`src/rtl/wbs_regfile.sv`:
```
// Wishbone classic slave exposing NUM_REGS byte-lane-writable registers.
// Each access waits WAIT_STATES cycles and then responds with ack (in range) or err.
module wbs_regfile #(
  parameter int ADDRESS_WIDTH = 16,
  parameter int DATA_WIDTH    = 32,
  parameter int NUM_REGS      = 8,
  parameter int WAIT_STATES   = 0
) (
  input  logic                           clk_i,
  input  logic                           rst_i,
  input  logic                           wb_cyc_i,
  input  logic                           wb_stb_i,
  input  logic                           wb_we_i,
  input  logic [ADDRESS_WIDTH-1:0]       wb_adr_i,
  input  logic [DATA_WIDTH-1:0]          wb_dat_i,
  input  logic [DATA_WIDTH/8-1:0]        wb_sel_i,
  output logic                           wb_ack_o,
  output logic                           wb_err_o,
  output logic [DATA_WIDTH-1:0]          wb_dat_o,
  output logic [NUM_REGS*DATA_WIDTH-1:0] regs_o,
  output logic [NUM_REGS-1:0]            wr_stb_o
);

  localparam int LANES = DATA_WIDTH / 8;
  localparam int L     = $clog2(LANES);
  localparam int I     = $clog2(NUM_REGS);

  typedef enum logic [1:0] {IDLE, WAIT, RESP} state_t;

  state_t                state_q, state_d;
  logic [3:0]            cnt_q, cnt_d;
  logic [I-1:0]          idx_q, idx_d;
  logic                  in_range_q, in_range_d;
  logic                  we_q, we_d;
  logic [DATA_WIDTH-1:0] regs_q [NUM_REGS];
  logic [DATA_WIDTH-1:0] regs_d [NUM_REGS];

  logic         req;
  logic         take;
  logic         adr_in_range;
  logic [I-1:0] adr_idx;
  logic         resp;

  assign req          = wb_cyc_i & wb_stb_i;
  assign adr_idx      = wb_adr_i[L +: I];
  // Low lane bits fall out of the shift, so sub-word addresses alias to their register.
  assign adr_in_range = ((wb_adr_i >> (L + I)) == '0);

  // NOTE: every signal written here gets a default first, so no path leaves it unassigned and no latch is inferred.
  always_comb begin
    state_d    = state_q;
    cnt_d      = cnt_q;
    idx_d      = idx_q;
    in_range_d = in_range_q;
    we_d       = we_q;
    regs_d     = regs_q;
    take       = 1'b0;

    case (state_q)
      IDLE: begin
        if (req) begin
          if (WAIT_STATES > 0) begin
            state_d = WAIT;
            cnt_d   = 4'(WAIT_STATES);
          end else begin
            take = 1'b1;
          end
        end
      end
      WAIT: begin
        if (!req) begin
          state_d = IDLE;
          cnt_d   = '0;
        end else if (cnt_q <= 4'd1) begin
          take  = 1'b1;
          cnt_d = '0;
        end else begin
          cnt_d = cnt_q - 4'd1;
        end
      end
      RESP:    state_d = IDLE;
      default: state_d = IDLE;
    endcase

    // Request is captured only on the edge that enters RESP, never earlier.
    if (take) begin
      state_d    = RESP;
      idx_d      = adr_idx;
      in_range_d = adr_in_range;
      we_d       = wb_we_i;
      if (adr_in_range && wb_we_i) begin
        for (int b = 0; b < LANES; b++) begin
          if (wb_sel_i[b]) regs_d[adr_idx][8*b +: 8] = wb_dat_i[8*b +: 8];
        end
      end
    end
  end

  // NOTE: state flops use non-blocking assignments so every flop samples pre-edge values; always_comb above uses blocking.
  always_ff @(posedge clk_i or posedge rst_i) begin
    if (rst_i) begin
      state_q    <= IDLE;
      cnt_q      <= '0;
      idx_q      <= '0;
      in_range_q <= 1'b0;
      we_q       <= 1'b0;
      // NOTE: the register file is a small flop array read as regs_o, so it is cleared by reset like any other state.
      for (int k = 0; k < NUM_REGS; k++) regs_q[k] <= '0;
    end else begin
      state_q    <= state_d;
      cnt_q      <= cnt_d;
      idx_q      <= idx_d;
      in_range_q <= in_range_d;
      we_q       <= we_d;
      regs_q     <= regs_d;
    end
  end

  assign resp = (state_q == RESP);

  always_comb begin
    wb_ack_o = resp & in_range_q;
    wb_err_o = resp & ~in_range_q;
    wb_dat_o = '0;
    wr_stb_o = '0;
    regs_o   = '0;
    if (resp && in_range_q && !we_q) wb_dat_o = regs_q[idx_q];
    if (resp && in_range_q && we_q)  wr_stb_o[idx_q] = 1'b1;
    for (int k = 0; k < NUM_REGS; k++) regs_o[k*DATA_WIDTH +: DATA_WIDTH] = regs_q[k];
  end

endmodule

```
`config.mk`:
```
export PLATFORM = sky130hd
export DESIGN_NAME = wbs_regfile
export DESIGN_NICKNAME = d
export VERILOG_FILES = /design/src/rtl/wbs_regfile.sv
export SDC_FILE = /design/constraint.sdc
export NUM_CORES = 1
export LEC_CHECK = 0
export CAP_MARGIN = 25
export CORE_MARGIN = 2
export CORE_UTILIZATION = 44
export CTS_BUF_LIST = sky130_fd_sc_hd__clkbuf_8
export DETAILED_ROUTE_END_ITERATION = 8
export GPL_TIMING_DRIVEN = 1
export PLACE_DENSITY = 0.81
export SLEW_MARGIN = 20
export SYNTH_ARGS = -nofsm -noshare
export SYNTH_HDL_FRONTEND = slang
export SYNTH_SLANG_ARGS = --single-unit
```
`constraint.sdc`:
```
create_clock -name clk_i -period 8.2 [get_ports clk_i]
set_input_delay 1.64 -clock clk_i [delete_from_list [all_inputs] [get_ports clk_i]]
set_output_delay 1.64 -clock clk_i [all_outputs]
set_load 0.05 [all_outputs]
```
### Word-level counts from Yosys, hierarchy flattened

Cells that the tools add are included.

| cells by class | value |
|---|---|
| add/subtract/negate cells | 1 |
| magnitude comparators | 6 |
| equal/unequal tests | 4 |
| multiplexer cells | 38 |
| bitwise logic cells | 6 |
| reductions and logical operators | 11 |

Operators with widths:

| cell | number |
|---|---|
| two-way mux 256 bit | 10 |
| bitwise mux 256 bit | 4 |
| demux 32 bit (select 3 bit) | 4 |
| two-way mux 32 bit | 4 |
| binary-select mux 32 bit (select 3 bit) | 1 |
| two-way mux 24 bit | 1 |
| zero test 16 bit | 1 |
| two-way mux 16 bit | 1 |
| two-way mux 8 bit | 2 |
| >= comparator 4 bit (second input constant) | 2 |
| two-way mux 4 bit | 2 |
| NOT 3 -> 4 bit | 2 |
| logical AND 1 bit | 6 |
| <= comparator 4 x 1 -> 1 bit (second input constant) | 1 |
| < comparator 3 x 4 -> 1 bit (second input constant) | 1 |
| < comparator 4 x 1 -> 1 bit (second input constant) | 1 |
| two-way mux 1 bit | 4 |
| two-way mux 2 bit | 2 |
| case mux 2 bit (2 select lines) | 1 |
| AND reduction 2 bit | 2 |
| subtractor 4 x 1 -> 4 bit (second input constant) | 1 |
| bitwise AND 1 bit | 3 |
| demux 1 bit (select 3 bit) | 1 |
| >= comparator 3 x 1 -> 1 bit (second input constant) | 1 |
| 8 further kinds | 8 |

| word-level totals | value |
|---|---|
| flip-flop bits (word level) | 267 |
| output and inout bits | 298 |
| logic and storage cells | 79 |

### Depth between registers and ports, before layout

Gate-level depths: netlist of the first run.

| logic depth | value |
|---|---|
| depth after elaboration | 19 |
| depth in mapped cells | 7 |

### Worst setup path before layout of the first run

OpenSTA, ideal clock, no wires.

| timing path | value |
|---|---|
| path kind | reg-to-output |
| from | reg idx_q[1] |
| to | out wb_dat_o[16] |
| arrival | 2.570 ns |
| data required time | 6.560 ns |
| setup slack | 3.990 ns |
| stages on the path, launching flop included | 7 |
| buffers on the path | 3 |
| path through | dfrtp_1 clkbuf_1 nor3_1 clkbuf_1 buf_1 a22oi_1 a31oi_1 |

| on the way | value |
|---|---|
| cells in the longest elaborated chain, start to end | 5 |

RTL lines:

| what | RTL line | RTL |
|---|---|---|
| start: declaration | 32 | `logic [I-1:0] idx_q, idx_d;` |
| start signal: assignment | 112 | `idx_q <= idx_d;` |
| NOT 3 -> 4 bit (implied by the code) | 127 | `if (resp && in_range_q && !we_q) wb_dat_o = regs_q[idx_q];` |
| binary-select mux 32 bit (select 3 bit) | 127 |  |
| two-way mux 32 bit (implied by the code) (2 in a row) | 127 |  |
| two-way mux 32 bit | 127 |  |
| end: declaration | 19 | `output logic [DATA_WIDTH-1:0] wb_dat_o,` |

Every way passes these cells. The select of a mux whose other input is x is not followed.

### Worst setup path in the final report of the first run

| timing path | value |
|---|---|
| from | reg idx_q[2] |
| to | out wb_dat_o[24] |

Same word-level chain as after synthesis.

==> results of run 1 <==
[final cells by class]
cell class / instances / area [µm²]
Fill cell: 1998 / 9450
Sequential cell: 262 / 6560
Multi-Input combinational cell: 506 / 4840
Timing Repair Buffer: 365 / 3650
Clock buffer: 59 / 812
Tap cell: 335 / 419
Clock inverter: 18 / 158
Inverter: 2 / 11.3
Antenna cell: 4 / 10.0
[cell families after synthesis]
| family | share of synthesized area [%] |
|---|---|
| AND/OR/NAND/NOR | 5.58 |
| multiplexers | 25.3 |
| AO/OA/AOI/OAI | 10.8 |
| flip-flops | 56.9 |
| buffers and inverters | 1.43 |
[Yosys cell counts]
library cell    n  area, µm²
a221oi_1       32        280
a22o_1         32        280
a22oi_1        64        480
a31oi_1        32        200
and2_1          3       18.8
and3_1         11       68.8
and3b_1         1       8.76
and4_1          1       8.76
and4b_1         1       10.0
buf_1           4       15.0
buf_2           6       30.0
clkbuf_1       30        113
dfrtp_1       262       6560
inv_1           2       7.51
mux2_1         14        158
mux2_2        245       2760
nand2_1         8       30.0
nand2_2         3       18.8
nand2_4         8       90.1
nand2b_1        1       6.26
nand3_1         5       25.0
nand3_2         4       40.0
nand3b_1        1       7.51
nand4_1         3       18.8
nand4b_1        2       17.5
nor2_1          3       11.3
nor2_2         16        100
nor2b_1         3       18.8
nor3_1          4       20.0
nor3b_1         3       22.5
nor4_1          1       6.26
nor4_2          1       12.5
nor4b_4         3       71.3
or4_4           1       11.3
[sequential cells by signal (all words and copies together) (netlist names)]
register / cells
regs_o: 256
idx_q: 3
in_range_q: 1
state_q: 1
we_q: 1
[critical path: cells and delay by family (launching register included)]
kind                   cells  cell delay, ns
AOI/OAI and AO/OA          3            0.54
buffers and inverters      2            1.42
DFF                        1            0.59
and+or+nand+nor            1            0.86
[report_power, final]
part / switching (µW) / internal [µW] / leakage [µW]
clock: 524 / 735 / 0.000532
combinational: 148 / 45.7 / 0.00325
sequential: 11.6 / 1300 / 0.00365
total: 684 / 2080 / 0.00744
[path summary, 6_finish.rpt]
| check | from | end | cells past startpoint |
|---|---|---|---|
| hold / removal | in_range_q | in_range_q | 2 |
| setup / recovery | idx_q[2] | wb_dat_o[24] | 6 |
| hold reg to reg | in_range_q | in_range_q | 2 |
| setup reg to reg | state_q[1] | regs_o[192] | 4 |
| max in group asynchronous | rst_i | regs_o[192] | 4 |
| min in group asynchronous | rst_i | regs_o[186] | 3 |
[metrics by stage]
step           utilization, %  hold slack, ns  cell area (µm²)  worst slack [ns]  std cells
2_1_floorplan               -           0.454            11500              3.10        810
3_3_place_gp             59.6           0.486            15400              3.19       1468
3_5_place_dp             59.6           0.489            15400              3.23       1468
4_1_cts                  63.4           0.505            16400              2.65       1545
5_1_grt                  63.5           0.537            16500              2.53       1549
6_report                 63.5           0.507            16500              2.60       1551
[routing by layer]
layer	vias to the layer above	wire (µm)	share of wire (%)	GRT usage (%)
met3	103	3070	7.7	7.60
met5	-	0	0	0
met4	0	1170	2.9	9.75
li1	3885	-	-	-
met1	4716	16000	40	35.5
met2	511	19400	49	46.5
==> flow_summary_export.csv, run 1 <==
group,metric,value,unit
timing,fmax,179,MHz
die,start_util,44.5,%
pwr,finalPower,2760,µW
clocking,clk_pin_slew_worst_paths,0.07,ns
grt,grt_usage,28.0,%
pwr,irDropWorstVdd,0.124,mV
worst_setup_path,cp_cell_sequence,"nor3b_2 -> buf_4 -> a22o_1 -> a221oi_1 -> a31oi_1 -> clkdlybuf4s50_1",
logic_synthesis,syn_avg_cell_area,14.2,µm²
logic_synthesis,synth_fp_nets,867,
worst_hold_path,min_path_type,"reg2reg",
logic_synthesis,ys_types,34,
worst_setup_path,end_kind,"output port",
finish,final_nets,1238,
routing,dr.pass1.iters,5,
logic_synthesis,syn_area,0.0115,mm²
timing,min_period,5.60,ns
clocking,hold_buffers,0,
die,die-width,166,µm
die,core_area,0.0259,mm²
finish,mostFrequentLayoutCells,"clkdlybuf4s50_1 (352), dfrtp_1 (262), mux2_2 (245)",
clocking,cts_resized,0,
timing,worst_slew_pin_slew,1.11,ns
logic_synthesis,netlist_instances,810,
finish,final_common_cell,"clkdlybuf4s50_1",
worst_setup_path,max_stage_delay,0.88,ns
die,chipHeight,166,µm
timing,clock_skew,0.0193,ns
clocking,numCtsBuffers,44,
routing,viasPerCell,5.94,
logic_synthesis,synth-seq-cells,262,
placement,hpwl,25300,µm
worst_setup_path,worstPathMaxFanout,24,
die,pin_count,355,
timing,rsz0062_at_grt,"false",
worst_setup_path,cp-start-kind,"flop",
worst_setup_path,arrival,3.96,ns
grt,grt_max_degree,130,
placement,port_buffers,352,
clocking,cts_tree,"yes",
grt,grt_pass1_vias,9593,
routing,wl,39700,µm
job,drv_cap,0,
finish,layout-drive-gt1-share,30.6,%
timing,relSlewSlack,26.2,%
routing,wl_per_cell,25.6,µm
worst_setup_path,critPathRequiredTime,6.56,ns
routing,vias,9215,
grt,grt-ovfl-total,0,
logic_synthesis,yosysWarnings,0,
clocking,clock_sinks,262,
clocking,cts_setup_buffers,0,
grt,grt_pass1_wl,59400,µm
pwr,power.density,168,mW/mm²
clocking,htreeDepth,2,
timing,setup_tns,0,ns
die,rows,59,
clocking,cts_root_buffer,"clkbuf_8",
routing,drt_iter0_drc,675,
outcome,status,"completed",
routing,ant_nets,0,
clocking,cts_buffer_depth,3,
pwr,power_leakage,0.00744,µW
finish,syn2layout_area_growth,42.8,%
grt,antenna_found_initial,4,
timing,finalSetupViolCount,0,
timing,period_share,68.3,%
placement,place.gp.congestion,0.815,
routing,drc,0,
worst_setup_path,r2r_slack,5.78,ns
timing,drv_slew,0,
worst_setup_path,critPathKind,"reg2out",
clocking,clk-insertion-delay-late,0.54,ns
timing,hold_viol,0,
logic_synthesis,yosysSeqAreaShare,56.9,%
die,die_area,0.0275,mm²
worst_setup_path,crit_slowest_cell,"clkdlybuf4s50_1",
(Power assumes the default switching activity.)
==> run 2: changes to the inputs <==
Settings changed: CORE_UTILIZATION 44 to 49, PLACE_DENSITY 0.81 to 0.85.
Clock period 8.2 ns to 5.23 ns, I/O delays scaled along.
==> run 2 against run 1 <==
Worst setup slack worse by 2.0 ns. Final area hardly changed. Global-route usage is 2.7 points higher. Flip-flop and latch count stayed put. Cell count is 1.1% lower. Critical path depth stayed put. Critical path type unchanged. Critical endpoint is now wb_dat_o[5].
==> flow_summary_export.csv, run 2 (synthesized netlist as in run 1, its figures left out) <==
group,metric,value,unit
routing,drt_iter0_drc,579,
pwr,power_leakage,0.00745,µW
worst_setup_path,worstPathMaxFanout,21,
timing,fmax,215,MHz
pwr,p_sw_share,24.8,%
worst_hold_path,min_path_type,"reg2reg",
routing,dr.pass1.iters,6,
finish,stdcell_area,0.0164,mm²
grt,grt-ovfl-total,0,
clocking,cts_resized,0,
grt,grt_pass1_vias,9707,
die,pin_count,355,
worst_setup_path,cp-start-kind,"flop",
timing,drv_slew,0,
worst_setup_path,path_buf_inv,2,
timing,hold_viol,0,
placement,port_buffers,352,
grt,met2_usage,51.5,%
die,die-width,157,µm
clocking,cts_root_buffer,"clkbuf_8",
routing,wl,38400,µm
worst_setup_path,crit_slowest_cell,"clkdlybuf4s50_1",
timing,period_share,88.9,%
die,rows,56,
finish,multi_input_area,0.00484,mm²
clocking,cts_tree,"yes",
routing,wl_per_cell,25.0,µm
timing,worst_slew_pin_slew,1.02,ns
finish,final_common_cell,"clkdlybuf4s50_1",
grt,use_met3,7.90,%
pwr,switchingPower,1070,µW
pwr,irDropWorstVdd,0.229,mV
finish,mostFrequentLayoutCells,"clkdlybuf4s50_1 (352), dfrtp_1 (262), mux2_2 (245)",
worst_setup_path,critPathRequiredTime,4.18,ns
grt,grt_max_degree,140,
placement,placed_cell_area,0.0155,mm²
worst_setup_path,critical-path-top-delay-family,"buffers and inverters",
timing,rsz0062_at_grt,"false",
worst_setup_path,cp_cell_sequence,"nand2_1 -> nor2_4 -> buf_4 -> a22oi_1 -> a31oi_1 -> clkdlybuf4s50_1",
timing,clock_skew,0.0287,ns
finish,layout-drive-gt1-share,30.5,%
die,core_area,0.0233,mm²
outcome,status,"completed",
worst_setup_path,max_stage_delay,0.86,ns
clocking,clk_pin_slew_worst_paths,0.06,ns
grt,busiest_layer,"met2",
routing,drc,0,
worst_setup_path,end_kind,"output port",
finish,syn2layout_area_growth,42.7,%
clocking,htreeDepth,2,
worst_setup_path,critPathKind,"reg2out",
placement,place.gp.congestion,0.855,
finish,n_antenna_cell,0,
timing,relSlewSlack,32.2,%
worst_setup_path,arrival,3.60,ns
grt,antenna_found_initial,1,
routing,vias,9201,
clocking,hold_buffers,0,
clocking,clk-insertion-delay-late,0.56,ns
pwr,p_int,3240,µW
die,chipHeight,157,µm
clocking,cts_buffer_depth,3,
pwr,finalPower,4300,µW
clocking,cts_setup_buffers,0,
pwr,power.density,262,mW/mm²
finish,seqCellArea,0.00656,mm²
grt,grt_usage,30.7,%
timing,finalSetupViolCount,0,
timing,min_period,4.65,ns
job,drv_cap,0,
finish,largest_register_ffs,256,
clocking,clock_sinks,262,
timing,fin_ws,0.583,ns
routing,viasPerCell,6.00,
pwr,seq_power_share,47.7,%
die,die_area,0.0248,mm²
pwr,pwr-share-clk,45.3,%
routing,ant_nets,0,
clocking,numCtsBuffers,43,
finish,final_nets,1238,
timing,setup_tns,0,ns
finish,fill_cells,1637,
die,start_util,49.5,%
grt,use_met1,37.6,%
placement,place_ws,1.19,ns
pwr,combPwrFrac,7.0,%
grt,grt_pass1_wl,57200,µm
placement,hpwl,24800,µm
==> run 2: cell type report <==
cell class | count | area share, %
clock buffers | 57 | 4.77
multi-input cells | 506 | 29.4
flip-flops and latches | 262 | 39.9
well taps | 319 | 2.43
inverters | 2 | 0.0685
repair buffers | 366 | 22.3
clock inverters | 22 | 1.07
==> run 2: worst register-to-register path, stage by stage, from the launching register on <==
cell      delay (ns)
dfrtp_1         0.40
nand4b_1        0.40
nor4b_4         0.72
nand2_4         0.26
mux2_1          0.38
==> run 2: power groups by stage <==
stage	Combinational, µW	Sequential [µW]	Clock (µW)
2_1_floorplan	133	2070	0
3_3_place_gp	282	2090	0
3_5_place_dp	289	2090	0
4_1_cts	291	2050	1970
5_1_grt	318	2050	2060
6_report	302	2050	1950
==> run 2: worst paths after layout <==
check                            from           to  slack (ns)  cells after the start
setup / recovery             idx_q[2]  wb_dat_o[5]        0.58                      6
hold / removal             in_range_q   in_range_q        0.50                      2
setup reg to reg           state_q[1]   regs_o[76]        2.94                      4
hold reg to reg            in_range_q   in_range_q        0.50                      2
max in group asynchronous       rst_i  regs_o[104]        3.57                      3
min in group asynchronous       rst_i  regs_o[254]        1.04                      3
==> run 2: stage by stage <==
step	hold WS [ns]	instances	utilization, %
global placement	0.476	1454	66.4
detailed placement	0.484	1454	66.4
global route	0.527	1534	70.7
CTS	0.498	1533	70.6
floorplan	0.454	810	-
finish	0.502	1534	70.7
==> run 2: per-layer routing <==
layer	vias to the layer above	routed length (µm)	part of all wire (%)
met2	549	19200	50
met4	2	1450	3.8
met5	-	11	0.029
li1	3888	-	-
met1	4643	14100	37
met3	119	3600	9.4
